--- src/rtl/input_debounce_ctrl_pkg.sv ---
// Shared types and default constants for the input debounce controller.
// Holds the event FSM state encoding and the default timing parameters.
package input_debounce_ctrl_pkg;

    localparam int DEFAULT_PRESCALE     = 1000;
    localparam int DEFAULT_STABLE_COUNT = 4;

    typedef enum logic {
        ST_IDLE    = 1'b0,
        ST_PRESENT = 1'b1
    } evt_state_t;

endpackage

--- src/rtl/input_debounce_ctrl_debounce_channel.sv ---
// One debounced input: 2-flop synchronizer, tick-driven agreement counter and
// the accepted (stable) level. Pulses toggle on the edge where stable flips.
module debounce_channel
    import input_debounce_ctrl_pkg::*;
#(
    parameter int STABLE_COUNT = DEFAULT_STABLE_COUNT
) (
    input  logic clock,
    input  logic reset,
    input  logic tick,
    input  logic raw,
    output logic stable,
    output logic toggle
);

    logic       sync_meta;
    logic       synced;
    logic [7:0] count;

    // The sample that completes the run flips stable and reports it in the same cycle.
    assign toggle = tick && (synced != stable) && (count == 8'(STABLE_COUNT - 1));

    // NOTE: state is updated with non-blocking assignments so every flop samples pre-edge values.
    always_ff @(posedge clock) begin
        if (reset) begin
            sync_meta <= 1'b0;
            synced    <= 1'b0;
            count     <= '0;
            stable    <= 1'b0;
        end else begin
            sync_meta <= raw;
            synced    <= sync_meta;
            if (tick) begin
                if (synced == stable) begin
                    count <= '0;
                end else if (toggle) begin
                    count  <= '0;
                    stable <= ~stable;
                end else begin
                    count <= count + 8'd1;
                end
            end
        end
    end

endmodule

--- src/rtl/input_debounce_ctrl.sv ---
// Debounces N_INPUTS raw inputs on a shared sample tick and reports each
// accepted level change through a round-robin, ack-handshaked event port.
module input_debounce_ctrl
    import input_debounce_ctrl_pkg::*;
#(
    parameter  int N_INPUTS     = 4,
    parameter  int PRESCALE     = DEFAULT_PRESCALE,
    parameter  int STABLE_COUNT = DEFAULT_STABLE_COUNT,
    localparam int IDX_W        = (N_INPUTS > 1) ? $clog2(N_INPUTS) : 1
) (
    input  logic                clock,
    input  logic                reset,
    input  logic [N_INPUTS-1:0] in,
    output logic [N_INPUTS-1:0] stable,
    output logic                tick,
    output logic                event_valid,
    output logic [IDX_W-1:0]    event_index,
    output logic                event_level,
    input  logic                event_ack
);

    logic [15:0]         presc_cnt;
    logic [N_INPUTS-1:0] toggles;
    logic [N_INPUTS-1:0] pending;
    logic [N_INPUTS-1:0] pending_next;
    logic [N_INPUTS-1:0] clear_mask;
    logic [IDX_W-1:0]    pointer;
    logic [IDX_W-1:0]    sel_index;
    logic [IDX_W-1:0]    cand_idx;
    logic                sel_found;
    logic                retoggled;
    logic                load;
    logic                clear;
    evt_state_t          state;
    evt_state_t          state_next;

    always_ff @(posedge clock) begin
        if (reset) begin
            presc_cnt <= '0;
        end else if (presc_cnt == 16'(PRESCALE - 1)) begin
            presc_cnt <= '0;
        end else begin
            presc_cnt <= presc_cnt + 16'd1;
        end
    end

    assign tick = (presc_cnt == 16'(PRESCALE - 1));

    for (genvar g = 0; g < N_INPUTS; g++) begin : g_chan
        debounce_channel #(
            .STABLE_COUNT(STABLE_COUNT)
        ) u_chan (
            .clock (clock),
            .reset (reset),
            .tick  (tick),
            .raw   (in[g]),
            .stable(stable[g]),
            .toggle(toggles[g])
        );
    end

    // Round-robin: first pending channel scanning upward from the pointer, wrapping.
    // NOTE: every combinational output gets a default first so no latch is inferred.
    always_comb begin
        sel_found = 1'b0;
        sel_index = '0;
        cand_idx  = '0;
        for (int i = 0; i < N_INPUTS; i++) begin
            cand_idx = IDX_W'((int'(pointer) + i) % N_INPUTS);
            if (!sel_found && pending[cand_idx]) begin
                sel_found = 1'b1;
                sel_index = cand_idx;
            end
        end
    end

    always_comb begin
        state_next = state;
        load       = 1'b0;
        clear      = 1'b0;
        unique case (state)
            ST_IDLE: begin
                if (sel_found) begin
                    load       = 1'b1;
                    state_next = ST_PRESENT;
                end
            end
            ST_PRESENT: begin
                if (event_ack) begin
                    clear      = 1'b1;
                    state_next = ST_IDLE;
                end
            end
            default: state_next = ST_IDLE;
        endcase
    end

    // A change on the presented channel after its level was captured must survive the ack.
    always_comb begin
        clear_mask = '0;
        if (clear && !retoggled) begin
            clear_mask[event_index] = 1'b1;
        end
        pending_next = (pending & ~clear_mask) | toggles;
    end

    always_ff @(posedge clock) begin
        if (reset) begin
            state       <= ST_IDLE;
            pending     <= '0;
            pointer     <= '0;
            retoggled   <= 1'b0;
            event_index <= '0;
            event_level <= 1'b0;
        end else begin
            state   <= state_next;
            pending <= pending_next;
            if (load) begin
                event_index <= sel_index;
                event_level <= stable[sel_index];
                retoggled   <= toggles[sel_index];
            end else if (state == ST_PRESENT && toggles[event_index]) begin
                retoggled <= 1'b1;
            end
            if (clear) begin
                pointer <= (event_index == IDX_W'(N_INPUTS - 1)) ? '0 : event_index + IDX_W'(1);
            end
        end
    end

    assign event_valid = (state == ST_PRESENT);

endmodule

--- config.mk ---
export PLATFORM = sky130hd
export DESIGN_NAME = input_debounce_ctrl
export DESIGN_NICKNAME = d
export VERILOG_FILES = /design/src/rtl/input_debounce_ctrl_pkg.sv /design/src/rtl/input_debounce_ctrl_debounce_channel.sv /design/src/rtl/input_debounce_ctrl.sv
export SDC_FILE = /design/constraint.sdc
export NUM_CORES = 1
export LEC_CHECK = 0
export ABC_CLOCK_PERIOD_IN_PS = 3930
export CAP_MARGIN = 20
export CORE_ASPECT_RATIO = 1.25
export CORE_UTILIZATION = 64
export DETAILED_ROUTE_END_ITERATION = 10
export GPL_TIMING_DRIVEN = 0
export PLACE_DENSITY = 0.88
export RECOVER_POWER = 25
export SLEW_MARGIN = 15
export SYNTH_ARGS = -nofsm -noshare
export SYNTH_HDL_FRONTEND = slang
export SYNTH_SLANG_ARGS = --single-unit
export TNS_END_PERCENT = 100
--- constraint.sdc ---
create_clock -name clock -period 3.93 [get_ports clock]
set_clock_uncertainty 0.05 [all_clocks]
set_input_delay 0.786 -clock clock [delete_from_list [all_inputs] [get_ports clock]]
set_output_delay 0.786 -clock clock [all_outputs]
set_load 0.02 [all_outputs]
## Word-level counts from Yosys, hierarchy flattened

Cells that the tools add are included.

| word-level totals | value |
|---|---|
| register bits after elaboration | 71 |
| input bits | 7 |
| output and inout port bits | 9 |

| cells by class | value |
|---|---|
| $add $sub $neg | 9 |
| $lt $le $gt $ge | 7 |
| equality and inequality tests | 14 |
| muxes and demuxes | 42 |
| bitwise gates (word level) | 12 |
| reduce and logical (&&, ||, !) cells | 24 |

Operators with widths:

| cell | number |
|---|---|
| 8-bit 2-to-1 mux | 8 |
| 8-bit by 1-bit adder with 8-bit output (second input constant) | 4 |
| 8-bit by 2-bit equality test with 1-bit output (second input constant) | 4 |
| 1-bit 2-to-1 mux | 19 |
| 2-bit by 3-bit < comparator with 1-bit output (second input constant) | 6 |
| 16-bit by 1-bit adder with 16-bit output (second input constant) | 1 |
| 16-bit by 10-bit equality test with 1-bit output (second input constant) | 1 |
| 1-bit binary-select mux with 2-bit select | 7 |
| 1-bit logical AND | 14 |
| 3-bit AND reduction | 4 |
| 2-bit 2-to-1 mux | 5 |
| 1-bit inverter | 9 |
| 2-bit by 1-bit adder with 2-bit output (second input constant) | 2 |
| 2-bit adder (second input constant) | 2 |
| 4-bit AND | 1 |
| 1-bit equality test | 4 |
| 1-bit logical NOT | 4 |
| 4-bit 2-to-1 mux | 1 |
| 1-bit inequality test | 4 |
| 4-bit inverter | 1 |
| 4-bit bitwise OR | 1 |
| 1-bit demux with 2-bit select | 1 |
| 2-bit equality test (second input constant) | 1 |
| 2-bit by 1-bit greater-or-equal comparator with 1-bit output (second input constant) | 1 |
| 3 further kinds | 3 |

## Longest topological paths before layout

Gate-level depths: netlist of run 1.

| depth | value |
|---|---|
| word-level depth | 15 |
| gate-level depth with buffers | 8 |
| mapped depth without buffers | 6 |

## Hierarchy

From an unflattened synthesis of run 1, not the netlist that was laid out.

| second synthesis, totals | value |
|---|---|
| cell total of the unflattened synthesis | 378 |
| area, all modules | 3478.3 um^2 |

By module, submodules not included:

| module | times used | cells each | area an instance (um^2) | seq. area each (um^2) |
|---|---|---|---|---|
| debounce_channel | 4 | 56 | 540.5 | 220.2 |
| input_debounce_ctrl | 1 | 154 | 1316.3 | 540.5 |

## Least setup slack after synthesis of run 1

Ideal clock, no wire load.

| timing path | value |
|---|---|
| path type | register to output |
| start point | register presc_cnt[0] |
| end point | output tick |
| arrival | 1.479 ns |
| data required time | 3.094 ns |
| setup slack | 1.615 ns |
| stages on the path, launching flop included | 7 |
| buffers on the path | 2 |
| path through | dfxtp_1 ha_1 and4_1 nand4_2 buf_2 clkbuf_1 inv_1 |

| on the way | value |
|---|---|
| word-level cells in the longest chain between the ends | 1 |

Ends and longest elaborated chain:

| item | RTL line | text |
|---|---|---|
| start, declared | input_debounce_ctrl.sv:22 | `logic [15:0] presc_cnt;` |
| start signal, assigned | input_debounce_ctrl.sv:43 | `presc_cnt <= presc_cnt + 16'd1;` |
| 16-bit by 10-bit equality test with 1-bit output | input_debounce_ctrl.sv:47 | `assign tick = (presc_cnt == 16'(PRESCALE - 1));` |
| end, declared | input_debounce_ctrl.sv:15 | `output logic tick,` |

No other way between the ends.

## Worst setup path in the final report of run 1

Same ends and word-level chain as after synthesis.

==> results by group, run 1 <==
Status
  – Run status: complete, no violations

Drt
  – Met2 routed wirelength: 3580 um
  – Met3 wire length: 360 um
  – Via/cell ratio: 6.09
  – Average wire per standard cell: 14.8 um
  – DRC Markers: 0
  – Detailed-router iteration count before antenna repair: 4
  – Post-detailed-routing wire length: 7180 um
  – DRT met1 WL: 3040 um
  – Routed vias: 2958
  – Remaining antenna violation count after routing: 0
  – Count of routing violations after the opening detailed-route iteration: 187
  – Top sig layer: met4

Critical path
  – Slowest-stage cell, CP: sky130_fd_sc_hd__clkdlybuf4s50_1
  – Worst setup path class: flip-flop to output pin
  – Crit path max-delay family: buffers and inverters
  – Data required time at the worst endpoint: 3.09 ns
  – Worst-path maximum fanout: 10
  – Cell-by-cell listing of the critical path: ha_1 -> and4_1 -> nand4_2 -> buf_2 -> clkbuf_1 -> inv_1 -> clkdlybuf4s50_1
  – Setup crit end kind: output pin
  – WP buf/inv: 4
  – Arrival time of data at the critical path endpoint: 2.58 ns
  – Highest cell delay on the worst timing path: 0.60 ns
  – Startpoint type of the worst setup path: flip-flop

Die
  – Number of rows in the core area: 29
  – Overall die height: 83.7 um
  – Total Die Area: 5630 um^2
  – Area of the core: 5120 um^2
  – Starting Density: 0.667
  – Total I/O pin count: 16
  – Die X-Extent: 67.3 um

Logic synthesis
  – Unique cell type count in the Yosys netlist: 50
  – Register area share after synthesis: 0.416
  – Gate count of the mapped netlist: 393
  – Biggest area contributors in the synthesized netlist: sky130_fd_sc_hd__dfxtp_1, sky130_fd_sc_hd__nor2_1, sky130_fd_sc_hd__xor2_1
  – Cell accounting for the most synthesized area: sky130_fd_sc_hd__dfxtp_1
  – Netlist area before placement: 3410 um^2
  – Total of flip-flops plus latches after synthesis: 71
  – Synth Area per Inst: 8.69 um^2
  – Synthesized net count: 409
  – Yosys warnings: 0
  – Area share of the largest cell type after synthesis: 0.416

Global route
  – Total global-route track usage: 0.285
  – Leftover overflow at the end of global routing: 0
  – Via count of the first global-routing pass: 2717
  – Global-route wire length before repair: 12200 um
  – Maximum number of pins on one net before global-route repair: 13
  – Initial antenna violation count: 0

Layout
  – Seq. cell area: 1420 um^2
  – Fill cells: 358
  – Utilization after layout: 0.756
  – Area of combinational cells with multiple inputs: 1880 um^2
  – Inserted Diodes: 0
  – Synthesis-to-finish area growth: 13.3%
  – Number of nets in the layout: 435
  – Non-filler instance count after layout: 486
  – Share of post-route cells with drive strength above 1: 0.0873

Timing
  – Count of endpoints failing hold in the final timing report: 0
  – Setup violations, final: 0
  – Post-route setup TNS: 0 ns
  – Max-slew headroom at the worst pin: 0.521
  – Maximum achievable frequency: 293 MHz
  – Tightest hold margin: 0.396 ns
  – Final cycle utilization of the critical path: 0.870
  – RSZ-0062 raised after global routing: false
  – Pins Over Slew Limit: 0
  – Final critical path time including I/O delays and setup: 3.42 ns
  – Slew of the pin with the lowest slew margin: 0.712 ns

Power and ir drop
  – Leakage Power: 1.39 nW
  – Internal power: 0.00113 W
  – Power Dens Cells: 370 nW/um^2
  – Part of the total power dissipated in combinational logic: 0.028
  – Switch Pwr: 0.000300 W
  – Net Sw Frac: 0.210
  – Clock power frac: 0.463
  – Maximum resistive drop on vdd: 279 uV
  – Sequential Power Share: 0.509

Placed design
  – Final Wtd Congestion: 0.936
  – Final HPWL from detailed placement: 4980 um
  – PortBufs: 15
  – Placed Cells: 470

Clock network
  – Clock latency on the worst-skew pair: 0.35 ns
  – Hold buffer count at cts: 0
  – CTS tree: built
  – Worst-path clk slew: 0.08 ns
  – H-tree levels: 3
  – TritonCTS buffer count: 9
  – Root Buffer: sky130_fd_sc_hd__clkbuf_8
  – Post-cts repair resize count: 0
  – Sinks on Clock Net: 71
  – Buffers inserted by post-CTS timing repair: 0
  – Largest buffer count on any clock path: 2

Hold path
  – Type of the tightest min-delay check: flip-flop to flip-flop

Run
  – Max-cap check violation count: 0
==> stage by stage <==
stage                     instance area (um^2)  setup slack, ns  power, W
final                                     3870            0.512   0.00143
after CTS                                 3870            0.478   0.00144
after global placement                    3640            0.932  0.000784
after floorplan                           3410             1.62  0.000770
after global routing                      3870            0.346   0.00148
after detailed placement                  3640            0.890  0.000785
==> registers in the layout, summed over array words and instances (netlist names) <==
| register | flops |
|---|---|
| event_valid | 1 |
| g_chan.u_chan.sync_meta | 4 |
| presc_cnt | 16 |
| event_index | 2 |
| g_chan.u_chan.count | 32 |
| g_chan.u_chan.synced | 4 |
| retoggled | 1 |
| pending | 4 |
| pointer | 2 |
| g_chan.u_chan.stable | 4 |
| event_level | 1 |
==> Yosys cell counts, drive strengths merged <==
| library cell | n |
|---|---|
| nand3b | 2 |
| xnor2 | 13 |
| o221ai | 2 |
| or4 | 4 |
| xor2 | 18 |
| a2111oi | 2 |
| nor3b | 2 |
| o21ba | 2 |
| dfxtp | 71 |
| o41ai | 1 |
| a21o | 4 |
| and4b | 1 |
| a21boi | 1 |
| and3 | 9 |
| clkbuf | 7 |
| nand4 | 4 |
| nand2b | 3 |
| nor4b | 3 |
| or3b | 1 |
| o211ai | 1 |
| nor4 | 11 |
| and4 | 4 |
| nor3 | 18 |
| nand3 | 24 |
| buf | 10 |
| nand4b | 1 |
| a22o | 8 |
| inv | 5 |
| nor2b | 14 |
| o21ai | 31 |
| or4b | 1 |
| mux2i | 3 |
| ha | 9 |
| or3 | 4 |
| or2 | 1 |
| nand2 | 31 |
| nor2 | 42 |
| a31oi | 3 |
| a21bo | 3 |
| and2 | 1 |
| a211oi | 1 |
| a21oi | 17 |
==> placed cells by master (no fill, tap or decap), drive strengths merged, types with 2 or more instances in the layout <==
cell type and n:
nand3 24, bufinv 2, and3 9, or4 4
mux2i 3, a21oi 17, nand3b 2, nor3 18
a21bo 3, a22o 8, nor3b 2, o21ba 2
nor2 42, clkbuf 19, xor2 18, o221ai 2
clkinvlp 2, nand2b 3, nor2b 14, and4 4
nand2 31, or3 4, nand4 4, xnor2 13
ha 9, dlygate4sd3 2, inv 5, nor4 11
a2111oi 2, clkdlybuf4s50 13, dfxtp 71, a31oi 3
a21o 4, o21ai 31, buf 9, nor4b 3
==> cell families (layout without fill, tap and decap cells) <==
logic type / count (synthesis) / after routing / synth area share
XOR/XNOR: 31 / 31 / 0.0795
AND/OR/NAND/NOR: 181 / 181 / 0.287
AO/OA/AOI/OAI: 76 / 76 / 0.145
flip-flops: 71 / 71 / 0.416
adder cells (fa/ha/maj): 9 / 9 / 0.0330
multiplexers: 3 / 3 / 0.00880
buffers and inverters: 22 / 53 / 0.0301
==> path summary, 6_finish.rpt <==
check | start | to | slack (ns) | depth (start not counted)
setup / recovery | presc_cnt[0] | tick | 0.51 | 7
hold / removal | g_chan[0].u_chan.sync_meta | g_chan[0].u_chan.synced | 0.40 | 1
setup reg to reg | presc_cnt[0] | presc_cnt[4] | 1.67 | 7
hold reg to reg | g_chan[0].u_chan.sync_meta | g_chan[0].u_chan.synced | 0.40 | 1
==> layer usage <==
| metal | track usage | vias to the layer above |
|---|---|---|
| li1 | - | 1455 |
| met1 | 0.334 | 1409 |
| met2 | 0.458 | 76 |
| met3 | 0.0751 | 18 |
| met4 | 0.153 | 0 |
| met5 | 0 | - |
==> cell type report <==
class                      instances  share of cell area
clock buffer                      11              0.0392
clock inverter                     5              0.0207
sequential                        71               0.368
inverter                           5             0.00485
multi-input combinational        300               0.487
buffer                            17              0.0214
tap                               62              0.0201
timing repair buffer              15              0.0388
==> power by group through the flow <==
stage | Sequential, W | Clock [W] | Combinational (W)
after CTS | 0.000729 | 0.000674 | 0.0000407
final | 0.000729 | 0.000663 | 0.0000401
after floorplan | 0.000744 | 0 | 0.0000251
after global routing | 0.000729 | 0.000706 | 0.0000443
after detailed placement | 0.000745 | 0 | 0.0000400
after global placement | 0.000745 | 0 | 0.0000395
Note: power is estimated with default switching activity, not from simulation.
==> inputs of run 2 (changes only) <==
--- a/config.mk
+++ b/config.mk
@@ -5,13 +5,13 @@
 export SDC_FILE = /design/constraint.sdc
 export NUM_CORES = 1
 export LEC_CHECK = 0
-export ABC_CLOCK_PERIOD_IN_PS = 3930
 export CAP_MARGIN = 20
 export CORE_ASPECT_RATIO = 1.25
-export CORE_UTILIZATION = 64
+export CORE_UTILIZATION = 65
+export CTS_BUF_LIST = sky130_fd_sc_hd__clkbuf_2 sky130_fd_sc_hd__clkbuf_4 sky130_fd_sc_hd__clkbuf_8
 export DETAILED_ROUTE_END_ITERATION = 10
 export GPL_TIMING_DRIVEN = 0
-export PLACE_DENSITY = 0.88
+export PLACE_DENSITY = 0.89
 export RECOVER_POWER = 25
 export SLEW_MARGIN = 15
 export SYNTH_ARGS = -nofsm -noshare
==> run 2 against run 1 <==
Via count increased by 1.1%. Utilization up 0.27 points. Sequential cell count stayed put. Largest power group unchanged. Combinational power about the same. Fmax is 0.52% higher. Sequential power about the same. Wire length up 3.6%. Sequential share of layout area increased by 0.13 points. Critical path type unchanged. Worst hold slack better by 0.00051 ns. Power down 2.7%. Register-to-register slack better by 0.03 ns. Cell count unchanged.
==> results by group, run 2 (synthesis gave the netlist of run 1 again) <==
Global route
  – Total global-route track usage: 0.289
  – Initial antenna violation count: 0
  – Leftover overflow at the end of global routing: 0
  – Global-route wire length before repair: 12300 um
  – Via count of the first global-routing pass: 2818
  – Maximum number of pins on one net before global-route repair: 12

Drt
  – Average wire per standard cell: 15.3 um
  – Detailed-router iteration count before antenna repair: 7
  – Routed vias: 2990
  – Via/cell ratio: 6.15
  – Remaining antenna violation count after routing: 0
  – Count of routing violations after the opening detailed-route iteration: 179
  – DRC Markers: 0
  – Post-detailed-routing wire length: 7440 um

Die
  – Starting Density: 0.672
  – Number of rows in the core area: 29
  – Overall die height: 83.0 um
  – Total I/O pin count: 16
  – Die X-Extent: 66.8 um
  – Total Die Area: 5550 um^2
  – Area of the core: 5080 um^2

Placed design
  – PortBufs: 15
  – Final Wtd Congestion: 0.876
  – Final HPWL from detailed placement: 5210 um

Clock network
  – Hold buffer count at cts: 0
  – Root Buffer: sky130_fd_sc_hd__clkbuf_8
  – Worst-path clk slew: 0.07 ns
  – Buffers inserted by post-CTS timing repair: 0
  – Largest buffer count on any clock path: 2
  – Clock latency on the worst-skew pair: 0.34 ns
  – Post-cts repair resize count: 0
  – Sinks on Clock Net: 71
  – H-tree levels: 3
  – TritonCTS buffer count: 9
  – CTS tree: built

Critical path
  – Arrival time of data at the critical path endpoint: 2.56 ns
  – Setup crit end kind: output pin
  – Worst Reg2Reg Path Length in Cells: 7
  – Crit path max-delay family: buffers and inverters
  – Destination of the worst register-to-register timing path: presc_cnt[5]
  – Highest cell delay on the worst timing path: 0.54 ns
  – CP startpoint: presc_cnt[0]
  – Worst setup slack for register-to-register paths: 1.70 ns
  – Startpoint type of the worst setup path: flip-flop
  – Slowest-stage cell, CP: sky130_fd_sc_hd__clkdlybuf4s50_1
  – Number of gates on the worst path with buffers counted: 7
  – WP buf/inv: 4
  – Worst setup path class: flip-flop to output pin
  – Worst-path maximum fanout: 10
  – Capture point of the critical path: tick
  – Cell-by-cell listing of the critical path: ha_1 -> and4_1 -> nand4_2 -> buf_2 -> clkbuf_1 -> inv_1 -> clkdlybuf4s50_1
  – Critical register-to-register path startpoint: presc_cnt[0]
  – Data required time at the worst endpoint: 3.09 ns

Power and ir drop
  – Maximum resistive drop on vdd: 243 uV
  – Sum of internal, switching and leakage power: 0.00139 W
  – Leakage Power: 1.39 nW
  – Power Dens Cells: 362 nW/um^2

Timing
  – Pins Over Slew Limit: 0
  – Post-route setup TNS: 0 ns
  – Final critical path time including I/O delays and setup: 3.40 ns
  – Setup violations, final: 0
  – Count of endpoints failing hold in the final timing report: 0
  – Slew of the pin with the lowest slew margin: 0.619 ns
  – RSZ-0062 raised after global routing: false
  – Max-slew headroom at the worst pin: 0.582
  – Final cycle utilization of the critical path: 0.865
  – Maximum achievable frequency: 294 MHz

Layout
  – Top library cells by usage in the layout, fill and taps aside: sky130_fd_sc_hd__dfxtp_1, sky130_fd_sc_hd__nor2_1, sky130_fd_sc_hd__nand2_1, sky130_fd_sc_hd__nand3_1, sky130_fd_sc_hd__o21ai_0
  – Register with the most flip-flops: g_chan.u_chan.count
  – Synthesis-to-finish area growth: 12.9%
  – Share of post-route cells with drive strength above 1: 0.0873
  – Top Registers: g_chan.u_chan.count x32, presc_cnt x16
  – Fill cells: 373
  – Inserted Diodes: 0
  – Most frequent standard cell in the layout excluding fill and tap cells: sky130_fd_sc_hd__dfxtp_1
  – Number of flip-flops under the largest register name: 32
  – Number of nets in the layout: 435

Status
  – Run status: complete, no violations

Run
  – Max-cap check violation count: 0

Hold path
  – Type of the tightest min-delay check: flip-flop to flip-flop
[run 2: cell count changes in the layout (fill, tap and decap cells not counted)]
cell | previous run | this run
sky130_fd_sc_hd__and2_1 | 0 | 1
sky130_fd_sc_hd__and2_0 | 1 | 0
sky130_fd_sc_hd__clkbuf_4 | 0 | 2
sky130_fd_sc_hd__clkinvlp_4 | 2 | 1
sky130_fd_sc_hd__clkbuf_8 | 11 | 12
sky130_fd_sc_hd__bufinv_16 | 2 | 1
sky130_fd_sc_hd__clkinv_2 | 1 | 0
[run 2: report_power, final]
group	internal [W]	switching (W)	leakage [nW]	total, W
clock	0.000360	0.000265	0.110	0.000625
sequential	0.000725	0.00000332	0.574	0.000729
combinational	0.0000156	0.0000243	0.704	0.0000399
[run 2: through the flow]
stage / util / hold WS (ns) / worst slack [ns] / cells / instance area, um^2
2_1_floorplan: - / 0.364 / 1.62 / 393 / 3410
3_3_place_gp: 0.717 / 0.369 / 0.931 / 470 / 3640
3_5_place_dp: 0.717 / 0.382 / 0.923 / 470 / 3640
4_1_cts: 0.760 / 0.398 / 0.546 / 486 / 3860
5_1_grt: 0.758 / 0.421 / 0.402 / 486 / 3850
6_report: 0.758 / 0.397 / 0.530 / 486 / 3850
[run 2: how the worst min path moves through the flow]
stage	to	cells past startpoint	from	slack (ns)
floorplan	g_chan[0].u_chan.synced	1	g_chan[0].u_chan.sync_meta	0.36
global placement	g_chan[0].u_chan.synced	1	g_chan[0].u_chan.sync_meta	0.37
detailed placement	g_chan[1].u_chan.synced	1	g_chan[1].u_chan.sync_meta	0.38
CTS	g_chan[1].u_chan.synced	1	g_chan[1].u_chan.sync_meta	0.40
global route	g_chan[3].u_chan.synced	1	g_chan[3].u_chan.sync_meta	0.42
finish	g_chan[1].u_chan.synced	1	g_chan[1].u_chan.sync_meta	0.40
[run 2: cell type report]
cell class                 count  area [um^2]  area share
sequential                    71         1420       0.369
multi-input combinational    300         1880       0.489
timing repair buffer          15          150      0.0390
buffer                        17         82.6      0.0214
clock inverter                 2         37.5     0.00974
inverter                       5         18.8     0.00487
tap                           62         77.6      0.0201
clock buffer                  14          180      0.0468
[run 2: per-layer routing]
| layer | share of wire | up-vias | global-route usage |
|---|---|---|---|
| met5 | 0 | - | 0 |
| met4 | 0.042 | 0 | 0.174 |
| met3 | 0.041 | 37 | 0.0481 |
| met2 | 0.48 | 106 | 0.481 |
| met1 | 0.43 | 1400 | 0.334 |
| li1 | - | 1447 | - |
